File: config.mk
export PLATFORM = sky130hd
export DESIGN_NAME = reg_writeback_flat
export DESIGN_NICKNAME = d
export VERILOG_FILES = /design/src/rtl/reg_writeback_pkg.sv /design/src/rtl/reg_writeback_if.sv /design/src/rtl/reg_writeback_wb_fifo.sv /design/src/rtl/reg_writeback.sv /design/src/flat_wrapper.sv
export SDC_FILE = /design/constraint.sdc
export NUM_CORES = 1
export LEC_CHECK = 0
export BUFFER_PORTS_ARGS = -buffer_cell sky130_fd_sc_hd__clkbuf_2
export CORE_ASPECT_RATIO = 2
export CORE_MARGIN = 8
export CORE_UTILIZATION = 53
export CTS_CLUSTER_DIAMETER = 80
export DETAILED_ROUTE_END_ITERATION = 8
export PLACE_DENSITY = 0.82
export SLEW_MARGIN = 40
export SYNTH_ARGS = -nofsm -noshare
export SYNTH_HDL_FRONTEND = slang
export SYNTH_SLANG_ARGS = --single-unit
File: constraint.sdc
create_clock -name clk -period 3 [get_ports clk]
set_input_delay 0.3 -clock clk [delete_from_list [all_inputs] [get_ports clk]]
set_output_delay 0.3 -clock clk [all_outputs]
set_load 0.005 [all_outputs]
File: src/rtl/reg_writeback_pkg.sv
`default_nettype none
// ============================================================================
// reg_writeback_pkg : shared widths and the write-back request record
// Revision : 1.0
// ============================================================================
package reg_writeback_pkg;

  localparam int XLEN = 32;
  localparam int NREG = 32;
  localparam int AW   = $clog2(NREG);

  typedef struct packed {
    logic [AW-1:0]   rd;
    logic [XLEN-1:0] data;
  } wb_req_t;

endpackage
`default_nettype wire

File: src/rtl/reg_writeback_if.sv
`default_nettype none
// ============================================================================
// reg_writeback_if : ALU/LSU result, scoreboard and RF write-port bundle
// Revision : 1.0
// ============================================================================
interface reg_writeback_if;
  import reg_writeback_pkg::*;

  logic            alu_valid;
  logic            alu_ready;
  logic [AW-1:0]   alu_rd;
  logic [XLEN-1:0] alu_data;
  logic            lsu_valid;
  logic            lsu_ready;
  logic [AW-1:0]   lsu_rd;
  logic [XLEN-1:0] lsu_data;
  logic            sb_set;
  logic [AW-1:0]   sb_rd;
  logic            sb_ready;
  logic [AW-1:0]   rs1;
  logic [AW-1:0]   rs2;
  logic            busy_rs1;
  logic            busy_rs2;
  logic            rf_we;
  logic [AW-1:0]   rf_waddr;
  logic [XLEN-1:0] rf_wdata;

  modport master (
    output alu_valid, alu_rd, alu_data, lsu_valid, lsu_rd, lsu_data,
    output sb_set, sb_rd, rs1, rs2,
    input  alu_ready, lsu_ready, sb_ready, busy_rs1, busy_rs2,
    input  rf_we, rf_waddr, rf_wdata
  );

  modport slave (
    input  alu_valid, alu_rd, alu_data, lsu_valid, lsu_rd, lsu_data,
    input  sb_set, sb_rd, rs1, rs2,
    output alu_ready, lsu_ready, sb_ready, busy_rs1, busy_rs2,
    output rf_we, rf_waddr, rf_wdata
  );

endinterface
`default_nettype wire

File: src/rtl/reg_writeback_wb_fifo.sv
`default_nettype none
// ============================================================================
// wb_fifo : synchronous FIFO of write-back requests, wrap-bit full/empty
// Revision : 1.0
// ============================================================================
module wb_fifo
  import reg_writeback_pkg::*;
#(
  parameter int DEPTH = 2
) (
  input  wire logic    clk,
  input  wire logic    rst,
  input  wire logic    push,
  input  wire wb_req_t din,
  input  wire logic    pop,
  output wb_req_t      dout,
  output logic         full,
  output logic         empty
);

  localparam int PW = $clog2(DEPTH) + 1;

  wb_req_t         r_mem [DEPTH];
  logic [PW-1:0]   r_wptr;
  logic [PW-1:0]   r_rptr;
  logic            w_do_push;
  logic            w_do_pop;

  assign empty = (r_wptr == r_rptr);
  assign full  = (r_wptr[PW-1] != r_rptr[PW-1]) &&
                 (r_wptr[PW-2:0] == r_rptr[PW-2:0]);
  assign dout  = r_mem[r_rptr[PW-2:0]];

  // A push into a full queue is accepted when the head leaves in the same cycle.
  assign w_do_push = push && (!full || pop);
  assign w_do_pop  = pop && !empty;

  always_ff @(posedge clk) begin
    if (rst) begin
      r_wptr <= '0;
      r_rptr <= '0;
    end else begin
      if (w_do_push) r_wptr <= r_wptr + 1'b1;
      if (w_do_pop)  r_rptr <= r_rptr + 1'b1;
    end
  end

  always_ff @(posedge clk) begin
    if (w_do_push) r_mem[r_wptr[PW-2:0]] <= din;
  end

endmodule
`default_nettype wire

File: src/rtl/reg_writeback.sv
`default_nettype none
// ============================================================================
// reg_writeback : merges ALU and queued load results into one RF write/cycle
// Revision : 1.0
// ============================================================================
module reg_writeback
  import reg_writeback_pkg::*;
#(
  parameter int LQ_DEPTH = 2,
  parameter int CNT_W    = 2
) (
  input  wire logic       clk,
  input  wire logic       rst,
  reg_writeback_if.slave  wb
);

  localparam logic [CNT_W-1:0] c_cnt_max = '1;

  wb_req_t          w_lsu_req;
  wb_req_t          w_head;
  wb_req_t          w_commit_req;
  logic             w_q_full;
  logic             w_q_empty;
  logic             w_push;
  logic             w_alu_commit;
  logic             w_q_commit;
  logic             w_commit;
  logic             w_sb_inc;
  logic [NREG-1:0]  w_inc;
  logic [NREG-1:0]  w_dec;
  logic [CNT_W-1:0] r_cnt [NREG];

  assign w_lsu_req = '{rd: wb.lsu_rd, data: wb.lsu_data};

  wb_fifo #(
    .DEPTH (LQ_DEPTH)
  ) u_load_q (
    .clk   (clk),
    .rst   (rst),
    .push  (w_push),
    .din   (w_lsu_req),
    .pop   (w_q_commit),
    .dout  (w_head),
    .full  (w_q_full),
    .empty (w_q_empty)
  );

  // ALU owns the write port unless the load queue is full.
  assign wb.alu_ready = !rst && !w_q_full;
  assign wb.lsu_ready = !rst && !w_q_full;
  assign w_push       = wb.lsu_valid && wb.lsu_ready;
  assign w_alu_commit = wb.alu_valid && wb.alu_ready;
  assign w_q_commit   = !rst && !w_q_empty && !w_alu_commit;
  assign w_commit     = w_alu_commit || w_q_commit;
  assign w_commit_req = w_alu_commit ? '{rd: wb.alu_rd, data: wb.alu_data} : w_head;

  assign wb.sb_ready = (r_cnt[wb.sb_rd] != c_cnt_max);
  assign w_sb_inc    = wb.sb_set && wb.sb_ready && (wb.sb_rd != '0);
  assign wb.busy_rs1 = (wb.rs1 != '0) && (r_cnt[wb.rs1] != '0);
  assign wb.busy_rs2 = (wb.rs2 != '0) && (r_cnt[wb.rs2] != '0);

  always_comb begin
    w_inc = '0;
    w_dec = '0;
    for (int r = 1; r < NREG; r++) begin
      w_inc[r] = w_sb_inc && (wb.sb_rd == AW'(r));
      w_dec[r] = w_q_commit && (w_head.rd == AW'(r)) && (r_cnt[r] != '0);
    end
  end

  // x0 never counts, so its entry simply holds its reset value.
  always_ff @(posedge clk) begin
    if (rst) begin
      for (int r = 0; r < NREG; r++) r_cnt[r] <= '0;
    end else begin
      for (int r = 1; r < NREG; r++) begin
        if (w_inc[r] && !w_dec[r])      r_cnt[r] <= r_cnt[r] + 1'b1;
        else if (w_dec[r] && !w_inc[r]) r_cnt[r] <= r_cnt[r] - 1'b1;
      end
    end
  end

  always_ff @(posedge clk) begin
    if (rst) begin
      wb.rf_we    <= 1'b0;
      wb.rf_waddr <= '0;
      wb.rf_wdata <= '0;
    end else begin
      wb.rf_we <= w_commit && (w_commit_req.rd != '0);
      if (w_commit) begin
        wb.rf_waddr <= w_commit_req.rd;
        wb.rf_wdata <= w_commit_req.data;
      end
    end
  end

  // A load returning to a register decode never marked busy is a protocol error.
  a_no_underflow: assert property (@(posedge clk) disable iff (rst)
    (w_q_commit && (w_head.rd != '0)) |-> (r_cnt[w_head.rd] != '0));

endmodule
`default_nettype wire

File: src/flat_wrapper.sv
// flat-port wrapper written by rule: the top's interface ports become plain ports
module reg_writeback_flat import reg_writeback_pkg::*;
#(
  parameter int LQ_DEPTH = 2,
  parameter int CNT_W    = 2
)
  (clk, rst, wb_alu_valid, wb_alu_rd, wb_alu_data, wb_lsu_valid, wb_lsu_rd, wb_lsu_data, wb_sb_set, wb_sb_rd, wb_rs1, wb_rs2, wb_alu_ready, wb_lsu_ready, wb_sb_ready, wb_busy_rs1, wb_busy_rs2, wb_rf_we, wb_rf_waddr, wb_rf_wdata);
  reg_writeback_if wb_i ();
  input  wire logic clk;
  input  wire logic rst;
  input wire logic [$bits(wb_i.alu_valid)-1:0] wb_alu_valid;
  input wire logic [$bits(wb_i.alu_rd)-1:0] wb_alu_rd;
  input wire logic [$bits(wb_i.alu_data)-1:0] wb_alu_data;
  input wire logic [$bits(wb_i.lsu_valid)-1:0] wb_lsu_valid;
  input wire logic [$bits(wb_i.lsu_rd)-1:0] wb_lsu_rd;
  input wire logic [$bits(wb_i.lsu_data)-1:0] wb_lsu_data;
  input wire logic [$bits(wb_i.sb_set)-1:0] wb_sb_set;
  input wire logic [$bits(wb_i.sb_rd)-1:0] wb_sb_rd;
  input wire logic [$bits(wb_i.rs1)-1:0] wb_rs1;
  input wire logic [$bits(wb_i.rs2)-1:0] wb_rs2;
  output wire logic [$bits(wb_i.alu_ready)-1:0] wb_alu_ready;
  output wire logic [$bits(wb_i.lsu_ready)-1:0] wb_lsu_ready;
  output wire logic [$bits(wb_i.sb_ready)-1:0] wb_sb_ready;
  output wire logic [$bits(wb_i.busy_rs1)-1:0] wb_busy_rs1;
  output wire logic [$bits(wb_i.busy_rs2)-1:0] wb_busy_rs2;
  output wire logic [$bits(wb_i.rf_we)-1:0] wb_rf_we;
  output wire logic [$bits(wb_i.rf_waddr)-1:0] wb_rf_waddr;
  output wire logic [$bits(wb_i.rf_wdata)-1:0] wb_rf_wdata;
  assign wb_i.alu_valid = wb_alu_valid;
  assign wb_i.alu_rd = wb_alu_rd;
  assign wb_i.alu_data = wb_alu_data;
  assign wb_i.lsu_valid = wb_lsu_valid;
  assign wb_i.lsu_rd = wb_lsu_rd;
  assign wb_i.lsu_data = wb_lsu_data;
  assign wb_i.sb_set = wb_sb_set;
  assign wb_i.sb_rd = wb_sb_rd;
  assign wb_i.rs1 = wb_rs1;
  assign wb_i.rs2 = wb_rs2;
  assign wb_alu_ready = wb_i.alu_ready;
  assign wb_lsu_ready = wb_i.lsu_ready;
  assign wb_sb_ready = wb_i.sb_ready;
  assign wb_busy_rs1 = wb_i.busy_rs1;
  assign wb_busy_rs2 = wb_i.busy_rs2;
  assign wb_rf_we = wb_i.rf_we;
  assign wb_rf_waddr = wb_i.rf_waddr;
  assign wb_rf_wdata = wb_i.rf_wdata;
  reg_writeback #(.LQ_DEPTH(LQ_DEPTH), .CNT_W(CNT_W)) u_core (.clk(clk), .rst(rst), .wb(wb_i));
endmodule
; ---- Word-level counts from Yosys, hierarchy flattened
; Memories as Yosys holds them, arrays and structs flattened. A register that Yosys moved wholly into a read port is not among the register bits.
; Index checks and enable logic that the tools add are counted.
[word_totals]
regBits = 42
latch_bits = 0
ramBits = 138
romBits = 0
in_bits = 94
output_inout_bits = 43
word_cells = 758
memories = 2
[memory_table]
columns = name, words, width, read_ports, rd_clocked_by_memory_dff, wr, line_no
row1 = u_core.u_load_q.r_mem, 2, 37, 1, 1, 1, reg_writeback_wb_fifo.sv:23  ; wb_req_t r_mem [DEPTH];
row2 = u_core.r_cnt, 32, 2, 34, 0, 32, reg_writeback.sv:31  ; logic [CNT_W-1:0] r_cnt [NREG];
[op_classes]
n_addsub = 64
mul = 0
n_div = 0
n_lt_le_gt_ge = 0
n_eq_ne = 66
n_shift = 0
muxes = 286
bitwise = 62
reduce_logical = 273
[ops]
columns = cell, count
row1 = 1-bit two-way mux, 223
row2 = 1-bit logical AND, 168
row3 = "5-bit == test, second input constant", 32
row4 = 2-bit two-way mux, 62
row5 = "5-bit by 4-bit == test with 1-bit output, second input constant", 16
row6 = "2-bit by 1-bit adder with 2-bit output, second input constant", 33
row7 = 1-bit zero test, 66
row8 = 2-bit nonzero test, 33
row9 = 1-bit bitwise OR, 62
row10 = "2-bit by 1-bit subtractor with 2-bit output, second input constant", 31
row11 = "5-bit by 3-bit == test with 1-bit output, second input constant", 8
row12 = 37-bit two-way mux, 1
row13 = "5-bit by 2-bit == test with 1-bit output, second input constant", 4
row14 = 5-bit nonzero test, 4
row15 = "5-bit by 1-bit == test with 1-bit output, second input constant", 2
row16 = 2-bit == test, 1
row17 = 1-bit logical OR, 2
row18 = "2-bit inequality test, second input constant", 1
row19 = 1-bit == test, 1
row20 = 1-bit inequality test, 1

; ---- Longest topological paths before layout
; Gate-level depths: netlist (run 1).
[logic_depth]
depth_word = 16
mapped_depth = 9
ltp_nobuf = 6

; ---- By module
; Synthesis (run 1) repeated with hierarchy kept, for this count alone.
[unflattened]
cells_unflattened = 891
area_unflattened_um2 = 9972.1
[modules_own_cells]
columns = module, instances, cells_each, area_per_inst_um2
row1 = reg_writeback, 1, 741, 7018.0
row2 = wb_fifo, 1, 150, 2954.1

; ---- Worst setup path before layout (run 1)
; Ideal clock, no wire load.
[synth_timing]
path_type = register -> register
start = register u_core.u_load_q.r_wptr[0]
end = memory u_core.u_load_q.r_mem[0][0] in the netlist's numbering (enable)
arrival_ps = 2591
required_time_ps = 2569
path_slack_ps = -23
path_stages_with_launch = 6
n_path_buf = 1
cell_sequence = dfxtp_1 > buf_2 > xnor2_1 > a21oi_1 > nand2_1 > nor2_1
[synth_between]
elab_chain_len = 11
word_cells_on_any_way = 15
[synth_lines]
columns = element, line_no
row1 = "start, declared", reg_writeback_wb_fifo.sv:24  ; logic [PW-1:0] r_wptr;
row2 = "start signal, assigned", reg_writeback_wb_fifo.sv:43  ; if (w_do_push) r_wptr <= r_wptr + 1'b1;
row3 = 1-bit == test (*), reg_writeback_wb_fifo.sv:31  ; (r_wptr[PW-2:0] == r_rptr[PW-2:0]);
row4 = 1-bit logical AND (*), reg_writeback_wb_fifo.sv:30  ; assign full = (r_wptr[PW-1] != r_rptr[PW-1]) &&
row5 = 1-bit zero test (*), reg_writeback.sv:49  ; assign wb.alu_ready = !rst && !w_q_full;
row6 = 1-bit logical AND (*), reg_writeback.sv:49
row7 = named net wb_alu_ready, flat_wrapper.sv:21  ; output wire logic [$bits(wb_i.alu_ready)-1:0] wb_alu_ready;
row8 = 1-bit logical AND, reg_writeback.sv:52  ; assign w_alu_commit = wb.alu_valid && wb.alu_ready;
row9 = 1-bit zero test, reg_writeback.sv:53  ; assign w_q_commit = !rst && !w_q_empty && !w_alu_commit;
row10 = 1-bit logical AND, reg_writeback.sv:53
row11 = 1-bit logical OR, reg_writeback_wb_fifo.sv:35  ; assign w_do_push = push && (!full || pop);
row12 = 1-bit logical AND (*), reg_writeback_wb_fifo.sv:35
row13 = 1-bit two-way mux (*), reg_writeback_wb_fifo.sv:49  ; if (w_do_push) r_mem[r_wptr[PW-2:0]] <= din;
row14 = 1-bit two-way mux (implied by the code) (*), reg_writeback_wb_fifo.sv:49
row15 = "end, declared", reg_writeback_wb_fifo.sv:23
; The timed path passes the listed nets; every way through them passes the cells marked *.

==> flow_metrics.env, run 1 <==
export IMPL_wl_microns=26700
export IMPL_viasPerCell=6.33
export IMPL_maxSlewViolCount=0
export IMPL_crit_arrival_ns=2.48
export IMPL_gr_usage_all_layers_pct=22.5
export IMPL_cts_root_buf="clkbuf_16"
export IMPL_hold_path_end="u_core.u_load_q.r_mem[1][33]"
export IMPL_yosysWarnings=0
export IMPL_initial_core_util_pct=53.4
export IMPL_reg2reg_to="u_core.r_cnt[4][0]"
export IMPL_final_antenna_net_count=0
export IMPL_hold_violations=0
export IMPL_yosys_area_top_type="edfxtp_1"
export IMPL_fp_row_count=71
export IMPL_hold_buffers=0
export IMPL_path_delay_family="multiplexers"
export IMPL_synth_cell_type_count=70
export IMPL_p_per_area_nw_per_um2=563
export IMPL_die_area_sq_um=23600
export IMPL_grt_pass1_wl_microns=42100
export IMPL_via_count=8207
export IMPL_holdCritStartpoint="wb_lsu_rd[1]"
export IMPL_skew_ns=0.0144
export IMPL_diodes=0
export IMPL_setup_tns_ns=0
export IMPL_drc_errors=0
export IMPL_r2r_cells=6
export IMPL_path_max_fanout=7
export IMPL_synthArstFlopShare_pct=0
export IMPL_cts_tree="yes"
export IMPL_n_fill_cell=1510
export IMPL_grt_pass1_vias=8173
export IMPL_port_buffers=136
export IMPL_setup_viol=0
export IMPL_path_clk_slew_ns=0.08
export IMPL_die_w_microns=113
export IMPL_leakagePower_uw=0.00410
export IMPL_yosys_top_cells_count="edfxtp_1 (136), nand2_1 (132), nor2_1 (95), a21oi_1 (64), mux2i_1 (49)"
export IMPL_maxCapViolations=0
export IMPL_synth_top_area_share_pct=41.2
export IMPL_syn2layout_area_growth_pct=15.1
export IMPL_cts_sinks=179
export IMPL_cts_buffers=17
export IMPL_min_path_type="input pin to flip-flop"
export IMPL_netlist_area_sq_um=9920
export IMPL_slew_headroom_pct=49.0
export IMPL_worstPathCellList="nor2_1 > mux4_2 > mux4_2 > a21oi_1 > clkbuf_2"
export IMPL_cts_resized=0
export IMPL_finalCritPeriodShare_pct=92.7
export IMPL_fmax_mhz=360
export IMPL_cp_startpoint="u_core.r_cnt[15][1]"
export IMPL_worst_slew_pin_slew_ns=0.766
export IMPL_drtPass1Iterations=8
export IMPL_drive_gt1_share_pct=22.4
export IMPL_synth_most_common_cell="edfxtp_1"
export IMPL_syn_inst=952
export IMPL_clock_latency_ns=0.43
export IMPL_period_needed_ns=2.78
export IMPL_ff2ff_setup_slack_ns=0.27
export IMPL_crit_path_frequent_cell="mux4_2"
export IMPL_grt_setup_unrepaired="false"
export IMPL_critPathKind="flip-flop to output port"
export IMPL_grt_overflow_total=0
export IMPL_placed_cell_area_sq_um=10800
export IMPL_wl_per_cell_microns=20.6
export IMPL_irDropWorstVdd_v=0.000448
export IMPL_slowest_stage="edfxtp_1"
export IMPL_hold_depth=1
export IMPL_required_ns=2.70
export IMPL_final_area_sq_um=11400
export IMPL_antenna_found_initial=0
export IMPL_grt_max_degree=76
export IMPL_io_pins=137
export IMPL_nets=1160
export IMPL_critPathBufInv=1
export IMPL_h_tree_depth=4
export IMPL_synth_ff_type="edfxtp_1"
export IMPL_clockBufferDepth=2
export IMPL_status="finished, final reports clean"
export IMPL_syn_area_per_cell_sq_um=10.4
export IMPL_gp_congestion=0.952
export IMPL_fp_coreArea_sq_um=18600
export IMPL_dp_hpwl_microns=19500
export IMPL_synth_seq_cells=179
export IMPL_critical_path_max_stage_delay_ns=0.53
export IMPL_synth_edff_count=136
export IMPL_dr_first_iter_drc_count=740
export IMPL_yosysSeqAreaShare_pct=49.8
export IMPL_post_cts_buffers=0
export IMPL_worst_setup_path_end_kind="output port"
export IMPL_fin_util_pct=61.5
export IMPL_synth_area_leaders="edfxtp_1 (41%), dfxtp_1 (8.7%), nand2_1 (5.0%)"
export IMPL_dieHeight_microns=209
export IMPL_start_kind="flip-flop"
export IMPL_synth_fp_nets=1047
==> cell families after synthesis <==
kind of cell	after synthesis	synth area share [%]
AOI/OAI and AO/OA	197	13.2
xor gates and xnor gates	52	4.59
adders and majority gates	1	0.126
buffers and inverters	74	3.28
DFF	179	49.8
muxes	80	11.2
and+or+nand+nor	369	17.7
==> cells in the final DEF (no fill, tap or decap), types with 4 or more instances in the layout <==
cell and count:
nand2_1 132, a211oi_1 20, o22ai_1 10, inv_1 9, nand4_1 4, clkbuf_16 17
nor4_1 5, and2_1 10, mux2_2 6, edfxtp_1 136, nor3b_1 5, mux2i_1 49
buf_4 19, o21bai_1 4, or3_1 14, dfxtp_1 42, xnor2_1 13, o31ai_1 12
o21ai_1 4, or4_1 4, a211o_1 5, or2_2 5, a21oi_1 64, nor2_1 94
mux4_2 21, o21ai_0 15, nand2b_1 7, xor2_1 39, nand3_1 41, o211ai_1 40
clkbuf_2 135, nor3_1 23
==> worst register-to-register path: cells and delay by family, from the launching register on <==
family             cells  cell delay [ns]
DFF                    1             0.57
muxes                  1             0.40
and+or+nand+nor        4             1.23
AOI/OAI and AO/OA      1             0.29
==> per-layer routing <==
metal | wire length, microns | share of wire [%] | track usage, %
met1 | 10200 | 38 | 27.0
met2 | 13200 | 49 | 37.6
met3 | 2260 | 8.4 | 4.38
met4 | 1100 | 4.1 | 11.1
met5 | 0 | 0 | 0
==> metrics by stage <==
step	setup slack, ns	total power (uW)	hold slack, ns	instances
2_1_floorplan	0.575	3760	0.399	952
3_3_place_gp	0.346	4110	0.491	1265
3_5_place_dp	0.235	4150	0.493	1265
4_1_cts	0.238	6440	0.0434	1297
5_1_grt	0.108	6640	0.0494	1297
6_report	0.219	6420	0.0592	1297
==> worst max-delay path by stage <==
stage | depth (start not counted) | to | slack [ns]
after floorplan | 5 | u_core.u_load_q.r_mem[0][0] | 0.57
after global placement | 9 | u_core.r_cnt[6][0] | 0.35
after detailed placement | 9 | u_core.r_cnt[6][0] | 0.24
after CTS | 5 | wb_busy_rs2 | 0.24
after global routing | 6 | u_core.r_cnt[1][0] | 0.11
final | 5 | wb_busy_rs2 | 0.22
==> layout make-up <==
cell class	count	area [sq um]	share of cell area (%)
well taps	219	274	2.40
clock inverters	14	186	1.63
multi-input cells	699	4660	40.8
flip-flops and latches	179	4950	43.3
inverters	10	37.5	0.329
repair buffers	158	883	7.74
clock buffers	18	429	3.76
==> state kept, by name (all words and copies together) (netlist names), named ones only <==
name and count:
u_core.r_cnt 62, u_core.u_load_q.r_mem 74, u_core.u_load_q.r_rptr 2, u_core.u_load_q.r_wptr 2
u_core.wb.rf_waddr 5, u_core.wb.rf_wdata 32, u_core.wb.rf_we 1
==> power breakdown <==
part           switching, uW  internal, uW  total, uW
Combinational            656           462       1120
Sequential               136          2860       2990
Clock                   1040          1270       2310
Power figures use the tool's default switching activity.
==> run 2: changes to the inputs <==
--- a/config.mk
+++ b/config.mk
@@ -18 +18,2 @@
 export SYNTH_SLANG_ARGS = --single-unit
+export TNS_END_PERCENT = 5
==> constraint.sdc (replaced) <==
create_clock -name clk -period 3 [get_ports clk]
set_input_delay 0.15 -clock clk [delete_from_list [all_inputs] [get_ports clk]]
set_output_delay 0.15 -clock clk [all_outputs]
set_load 0.005 [all_outputs]
==> run 2 against run 1 <==
Compared with the run above:
- fmax increased by 0.10%
- hold slack improved by 0.043 ns
- sequential share of layout area decreased by 2.5 points
- wire length increased by 4.8%
- power decreased by 0.31%
- via count increased by 3.2%
- highest routed layer unchanged
==> flow_metrics.env, run 2 (synthesized netlist as in run 1, its figures left out) <==
export IMPL_status="finished, final reports clean"
export IMPL_h_tree_depth=4
export IMPL_cts_resized=0
export IMPL_finalCritPeriodShare_pct=92.6
export IMPL_fp_coreArea_sq_um=18600
export IMPL_dr_first_iter_drc_count=807
export IMPL_dp_hpwl_microns=19000
export IMPL_initial_core_util_pct=53.4
export IMPL_wl_per_cell_microns=20.5
export IMPL_maxCapViolations=0
export IMPL_drtPass1Iterations=7
export IMPL_dp_cells=1263
export IMPL_wl_microns=28000
export IMPL_final_area_sq_um=12100
export IMPL_gr_usage_all_layers_pct=23.6
export IMPL_grt_setup_unrepaired="false"
export IMPL_clockBufferDepth=2
export IMPL_p_per_area_nw_per_um2=528
export IMPL_cts_tree="yes"
export IMPL_cts_root_buf="clkbuf_16"
export IMPL_setup_viol=0
export IMPL_stdcell_count=1370
export IMPL_required_ns=3.15
export IMPL_leakagePower_uw=0.00439
export IMPL_layout_common_cells="edfxtp_1 (136), clkbuf_2 (135), nand2_1 (132), nor2_1 (94), dlygate4sd3_1 (74)"
export IMPL_min_path_type="input pin to flip-flop"
export IMPL_worst_setup_path_end_kind="flip-flop"
export IMPL_maxSlewViolCount=0
export IMPL_final_common_cell="edfxtp_1"
export IMPL_dieHeight_microns=209
export IMPL_hold_violations=0
export IMPL_start_kind="flip-flop"
export IMPL_io_pins=137
export IMPL_gp_congestion=0.925
export IMPL_cts_sinks=179
export IMPL_final_antenna_net_count=0
export IMPL_antenna_found_initial=1
export IMPL_fmax_mhz=360
export IMPL_crit_arrival_ns=2.93
export IMPL_die_w_microns=113
export IMPL_grt_max_degree=78
export IMPL_grt_overflow_total=0
export IMPL_cts_buffers=17
export IMPL_slew_headroom_pct=48.2
export IMPL_grt_pass1_vias=8501
export IMPL_drive_gt1_share_pct=20.9
export IMPL_path_clk_slew_ns=0.08
export IMPL_largest_reg_flops=74
export IMPL_setup_tns_ns=0
export IMPL_period_needed_ns=2.78
export IMPL_skew_ns=0.0189
export IMPL_worst_slew_pin_slew_ns=0.771
export IMPL_placed_cell_area_sq_um=10800
export IMPL_fp_row_count=71
export IMPL_irDropWorstVdd_v=0.000392
export IMPL_drc_errors=0
export IMPL_ff2ff_setup_slack_ns=0.22
export IMPL_grt_pass1_wl_microns=44200
export IMPL_port_buffers=136
export IMPL_viasPerCell=6.18
export IMPL_clock_latency_ns=0.44
export IMPL_path_max_fanout=18
export IMPL_nets=1232
export IMPL_syn2layout_area_growth_pct=22.2
export IMPL_via_count=8472
export IMPL_critPathKind="flip-flop to flip-flop"
export IMPL_die_area_sq_um=23600
export IMPL_post_cts_buffers=0
-- run 2: cell count changes in the layout (fill, tap and decap cells not counted), sizes merged --
cell	delta
inv	+1
clkbuf	-1
diode	+1
bufinv	-2
clkinv	+2
buf	-2
dlygate4sd3	+74
-- run 2: path summary, 6_finish.rpt --
kind	cells after the start	endpoint	start
hold / removal	2	u_core.u_load_q.r_rptr[1]	rst
setup / recovery	6	u_core.r_cnt[13][0]	flip-flop
hold reg to reg	2	u_core.u_load_q.r_wptr[1]	u_core.u_load_q.r_wptr[1]
setup reg to reg	6	u_core.r_cnt[13][0]	flip-flop
-- run 2: area by class of cell --
cell class,instances,area [sq um]
Antenna cell,1,2.50
Tap cell,219,274
Clock buffer,17,425
Clock inverter,15,161
Sequential cell,179,4950
Inverter,10,37.5
Multi-Input combinational cell,699,4660
Timing Repair Buffer,230,1610
Fill cell,1399,6450
-- run 2: worst max-delay path: stages (launching register included) --
cell     delay (ns)
dfxtp_2        0.58
mux2_2         0.40
a21oi_1        0.33
nand2_1        0.10
nor4_1         0.60
o21ai_0        0.29
nand3_1        0.20
-- run 2: stage by stage --
stage	hold slack [ns]	worst slack, ns	utilization [%]	total power (uW)
after floorplan	0.249	0.575	-	3760
after global placement	0.340	0.343	58.1	4100
after detailed placement	0.342	0.277	58.1	4150
after CTS	0.0804	0.326	65.2	6400
after global routing	0.113	0.0444	65.3	6630
final	0.103	0.222	65.3	6400
-- run 2: power by group --
part	internal (uW)	switching [uW]
Sequential	2860	140
Clock	1110	1090
Combinational	524	683
-- run 2: what timing repair did --
action,CTS,global route
hold buffers,74,0
hold endpoints to repair,111,0
setup endpoints to repair,0,0
-- run 2: routing by layer --
layer	vias up	GRT usage, %	part of all wire, %
met5	-	0	0
met4	0	11.3	3.2
met3	76	4.35	7.3
met2	396	40.6	51
met1	4089	27.6	39
li1	3911	-	-
